==> src/rtl/ib_unicast_pkg.sv <==
// Shared router definitions: port directions, buffer defaults
// and the flit fields that route computation decodes.
package ib_unicast_pkg;

  localparam int IB_DEPTH    = 4;
  localparam int IB_WIDTH    = 2;
  localparam int IB_DATASIZE = 30;

  localparam logic [4:0] DIR_N = 5'b00001;
  localparam logic [4:0] DIR_E = 5'b00010;
  localparam logic [4:0] DIR_W = 5'b00100;
  localparam logic [4:0] DIR_S = 5'b01000;
  localparam logic [4:0] DIR_L = 5'b10000;

  // Destination ID sits in the low bits: X then Y coordinate
  localparam int DST_X_LSB = 0;
  localparam int DST_X_MSB = 1;
  localparam int DST_Y_LSB = 2;
  localparam int DST_Y_MSB = 3;

  function automatic logic [3:0] flit_dst(
    input logic [IB_DATASIZE-1:0] flit
  );
    return flit[DST_Y_MSB:DST_X_LSB];
  endfunction

endpackage

==> src/rtl/ib_unicast_mem.sv <==
// Flit storage: DEPTH x DATASIZE registers, one write port
// and one asynchronous read port, cleared by reset.
module ib_unicast_mem #(
  parameter int DEPTH    = 4,
  parameter int WIDTH    = 2,
  parameter int DATASIZE = 30
) (
  input  logic                clk_i,
  input  logic                rst_i,
  input  logic                we_i,
  input  logic [WIDTH-1:0]    waddr_i,
  input  logic [DATASIZE-1:0] wdata_i,
  input  logic [WIDTH-1:0]    raddr_i,
  output logic [DATASIZE-1:0] rdata_o
);

  logic [DATASIZE-1:0] mem_q [DEPTH];

  always_ff @(posedge clk_i or posedge rst_i) begin
    if (rst_i) begin
      for (int i = 0; i < DEPTH; i++) begin
        mem_q[i] <= '0;
      end
    end else if (we_i) begin
      mem_q[waddr_i] <= wdata_i;
    end
  end

  assign rdata_o = mem_q[raddr_i];

endmodule

==> src/rtl/ib_unicast.sv <==
// Per-input-port fall-through flit buffer with credit return
// toward the upstream link.
module ib_unicast
  import ib_unicast_pkg::*;
#(
  parameter int DEPTH    = IB_DEPTH,
  parameter int WIDTH    = IB_WIDTH,
  parameter int DATASIZE = IB_DATASIZE
) (
  input  logic                ib_clk,
  input  logic                rst,
  input  logic [DATASIZE-1:0] data_in,
  input  logic                valid_in,
  output logic [DATASIZE-1:0] data_out,
  output logic                valid_out,
  input  logic                rc_ready,
  output logic                credit_out,
  output logic                full,
  output logic                empty,
  output logic [WIDTH:0]      count,
  output logic                overflow_err
);

  localparam logic [WIDTH:0] FULL_CNT = (WIDTH+1)'(DEPTH);

  logic [WIDTH-1:0] wr_ptr_q, wr_ptr_d;
  logic [WIDTH-1:0] rd_ptr_q, rd_ptr_d;
  logic [WIDTH:0]   count_q, count_d;
  logic             ovf_q, ovf_d;
  logic             credit_q;
  logic             push_acc, pop_acc;

  assign empty     = (count_q == '0);
  assign full      = (count_q == FULL_CNT);
  assign pop_acc   = rc_ready && !empty;
  // A pop in the same cycle frees the slot a full-buffer push needs
  assign push_acc  = valid_in && (!full || pop_acc);

  always_comb begin
    wr_ptr_d = wr_ptr_q + WIDTH'(push_acc);
    rd_ptr_d = rd_ptr_q + WIDTH'(pop_acc);
    count_d  = count_q + (WIDTH+1)'(push_acc)
                       - (WIDTH+1)'(pop_acc);
    ovf_d    = ovf_q | (valid_in & full & ~pop_acc);
  end

  always_ff @(posedge ib_clk or posedge rst) begin
    if (rst) begin
      wr_ptr_q <= '0;
      rd_ptr_q <= '0;
      count_q  <= '0;
      ovf_q    <= 1'b0;
      credit_q <= 1'b0;
    end else begin
      wr_ptr_q <= wr_ptr_d;
      rd_ptr_q <= rd_ptr_d;
      count_q  <= count_d;
      ovf_q    <= ovf_d;
      credit_q <= pop_acc;
    end
  end

  ib_unicast_mem #(
    .DEPTH    (DEPTH),
    .WIDTH    (WIDTH),
    .DATASIZE (DATASIZE)
  ) u_mem (
    .clk_i   (ib_clk),
    .rst_i   (rst),
    .we_i    (push_acc),
    .waddr_i (wr_ptr_q),
    .wdata_i (data_in),
    .raddr_i (rd_ptr_q),
    .rdata_o (data_out)
  );

  assign valid_out    = !empty;
  assign credit_out   = credit_q;
  assign count        = count_q;
  assign overflow_err = ovf_q;

endmodule

==> config.mk <==
export PLATFORM = sky130hd
export DESIGN_NAME = ib_unicast
export DESIGN_NICKNAME = d
export VERILOG_FILES = /design/src/rtl/ib_unicast_pkg.sv /design/src/rtl/ib_unicast_mem.sv /design/src/rtl/ib_unicast.sv
export SDC_FILE = /design/constraint.sdc
export NUM_CORES = 1
export LEC_CHECK = 0
export ABC_AREA = 1
export BUFFER_PORTS_ARGS = -buffer_cell sky130_fd_sc_hd__buf_2
export CORE_MARGIN = 2
export CORE_UTILIZATION = 50
export CTS_BUF_LIST = sky130_fd_sc_hd__clkbuf_2 sky130_fd_sc_hd__clkbuf_4 sky130_fd_sc_hd__clkbuf_8
export DETAILED_ROUTE_END_ITERATION = 8
export PLACE_DENSITY_LB_ADDON = 0.25
export SYNTH_ARGS = -nofsm -noshare
export SYNTH_HDL_FRONTEND = slang
export SYNTH_SLANG_ARGS = --single-unit
==> constraint.sdc <==
create_clock -name ib_clk -period 4 [get_ports ib_clk]
set_input_delay 0.4 -clock ib_clk [delete_from_list [all_inputs] [get_ports ib_clk]]
set_output_delay 0.4 -clock ib_clk [all_outputs]
set_load 0.01 [all_outputs]
==> results by group <==
Worst hold path
  • Worst Hold Class: input pin to asynchronous set/reset pin

Routing
  • Drt initial violations: 647
  • DRC Markers: 0
  • Total number of vias: 5682
  • First-pass iteration count of the detailed router: 6
  • Vias/cell: 6.04
  • Wire length per cell: 18.1 microns
  • WL final: 17000 microns
  • Antenna Nets Post-Route: 0

Power
  • Clock Power Share: 0.205
  • Cell Int Power: 0.00360 W
  • Pwr dens: 904 nW/um^2
  • Power Total: 0.00628 W
  • Reg power frac: 0.360
  • P_sw: 0.00268 W
  • Logic pwr share: 0.435
  • Switching share of power: 0.427
  • Lkg Pwr: 3.56 nW
  • Maximum VDD drop: 0.503 mV

Clocking
  • CTS resizes: 0
  • Clock latency on the worst-skew pair: 0.45 ns
  • Clk Tree Root Cell: clkbuf_8
  • H-tree depth: 4
  • Cts bufs inserted: 17
  • Clock buffer depth: 2
  • Post-CTS Setup Inserts: 0
  • CTS tree: yes
  • Clock slew at reported path FFs: 0.08 ns
  • Sink Count: 129
  • CTS Hold Bufs: 0

Synth
  • Synth top area share: 0.527
  • Yosys warns: 0
  • Synth Instances: 747
  • Register bit total from synthesis: 129
  • Mapped cell area: 6130 sq um
  • Syn Nets: 786
  • Register area share after synthesis: 0.527
  • Synth cell types: 24
  • Avg Cell Area, Syn: 8.20 sq um
  • Cell accounting for the most synthesized area: dfrtp_1
  • Largest cells by area after synthesis: dfrtp_1 (53%), nand2_1 (15%), nand4_1 (12%)

Final layout
  • Antenna diodes: 0
  • Area of the multi-input gates: 2560 sq um
  • Fillers: 1116
  • Area grow syn2layout: 13.5%
  • Share of cells above drive strength 1: 0.158
  • Sequential standard cell area: 3230 sq um
  • Non-Filler Instances: 940
  • Net count, final: 819

Job
  • Max-Cap Viols: 0

Setup path
  • Crit-path max FO: 32
  • Critical path class: register to output port
  • CP Launch Type: register
  • Worst Setup End Kind: output port
  • Crit path DAT: 2.51 ns
  • WP buf/inv: 3
  • CP max-delay cell: inv_1
  • Worst path top cell family by delay: buffers and inverters
  • Req. time, crit path: 3.60 ns
  • Critical path's largest stage delay: 0.84 ns
  • Critical-path cell list: buf_4, inv_1, o21ai_1, o22ai_1, buf_2

Global route
  • Vias in the first global route: 5491
  • Grt ovf: 0
  • Total track usage: 0.277
  • First-pass GRT wire length: 28400 microns
  • Largest net degree at the start of global routing: 94
  • Initial antenna violation count: 0

Timing
  • Max_slew headroom: 0.271
  • Worst Tran Pin Value: 1.09 ns
  • Final period utilization: 0.727
  • # setup viols final: 0
  • Setup TNS: 0 ns
  • Hold Slack: 0.200 ns
  • Final max-slew violation count: 0
  • Clock Skew: 0.0121 ns
  • Max Clock Freq: 344 MHz
  • RSZ-0062 raised after global routing: no
  • Final-report hold violation count: 0
  • Tmin final: 2.91 ns

Die
  • Die H: 115 microns
  • Die area: 13200 sq um
  • Die X: 115 microns
  • Core Footprint: 12000 sq um
  • Rows: 40
  • Initial Util: 0.510
  • I/O pin cnt: 72

Outcome
  • Status: finished clean

Placement
  • Dpl hpwl: 9570 microns
  • Port Buf Inserts: 71
  • Routability-driven placement congestion ratio: 0.824
  • DP Cell Count: 908
==> power by group through the flow <==
stage	registers (W)	clock network, W	logic, W
2_1_floorplan	0.00219	0	0.00187
3_3_place_gp	0.00224	0	0.00266
3_5_place_dp	0.00226	0	0.00274
4_1_cts	0.00225	0.00130	0.00275
5_1_grt	0.00233	0.00136	0.00307
6_report	0.00226	0.00129	0.00273
==> registers in the layout, indices dropped and copies added (netlist names) <==
signal,cells
rd_ptr_q,2
u_mem.mem_q,120
credit_out,1
count,3
overflow_err,1
wr_ptr_q,2
==> final cells by class <==
class	instances	share of cell area
clock inverters	14	0.0306
multi-input cells	534	0.368
clock buffers	18	0.0356
flip-flops and latches	129	0.464
repair buffers	84	0.0673
well taps	147	0.0264
inverters	14	0.00792
==> path summary, 6_finish.rpt <==
check | startpoint | end | slack [ns] | cells past startpoint
min in group ib_clk | data_in[11] | u_mem.mem_q[101] | 0.24 | 3
worst min register to register | u_mem.mem_q[52] | u_mem.mem_q[52] | 0.47 | 2
worst min-delay path | rst | u_mem.mem_q[33] | 0.20 | 2
max in group asynchronous | rst | u_mem.mem_q[76] | 2.96 | 3
worst max register to register | wr_ptr_q[1] | u_mem.mem_q[8] | 1.35 | 6
worst max-delay path | rd_ptr_q[1] | data_out[10] | 1.09 | 5
==> placed cells by master (no fill, tap or decap), types with 13 or more instances in the layout <==
master / n
buf_2: 70
o21ai_1: 30
o21ai_0: 30
nand4_1: 120
o22ai_1: 30
buf_4: 13
nor2_1: 62
clkbuf_8: 18
nand2_1: 243
dfrtp_1: 128
==> worst register-to-register path, cell delays in order, from the launching register on <==
cell      delay (ns)
dfrtp_1         0.46
nand2_1         0.10
clkinv_1        0.76
nand3_1         0.77
buf_4           0.35
nand2_1         0.10
nand2_1         0.06
==> layer usage <==
metal,up-vias,global-route usage,part of all wire
li1,2619,-,-
met1,2799,0.391,0.43
met2,236,0.436,0.48
met3,28,0.0524,0.073
met4,0,0.0964,0.016
met5,-,0,0
==> synthesized netlist by cell type <==
cell / n
nor2_2: 1
buf_1: 13
inv_1: 10
inv_2: 3
nand4_1: 120
clkbuf_1: 33
o21ai_0: 30
fa_1: 1
o21ai_1: 30
ha_1: 4
o21bai_1: 1
dfrtp_1: 129
o22ai_1: 30
nor3_1: 1
nand2_1: 243
nand3_2: 1
xor2_1: 3
buf_4: 1
nor2_1: 64
xnor2_1: 1
nand3_1: 4
buf_6: 1
clkinv_1: 1
buf_2: 22
==> metrics by stage <==
stage               area, sq um  setup WS, ns  utilization
global placement           6490          1.47        0.541
finish                     6950          1.09        0.579
CTS                        6950          1.08        0.579
global route               6950         0.995        0.579
floorplan                  6130         0.159            -
detailed placement         6490          1.42        0.541
==> logic make-up (layout without fill, tap and decap cells) <==
group,Yosys count,after routing,synth area share
DFF,129,129,0.527
AOI/OAI and AO/OA,91,91,0.0809
buffers and inverters,84,130,0.0578
xor gates and xnor gates,4,4,0.00572
adders and majority gates,5,5,0.0114
and+or+nand+nor,434,434,0.317
Power figures use the tool's default switching activity.
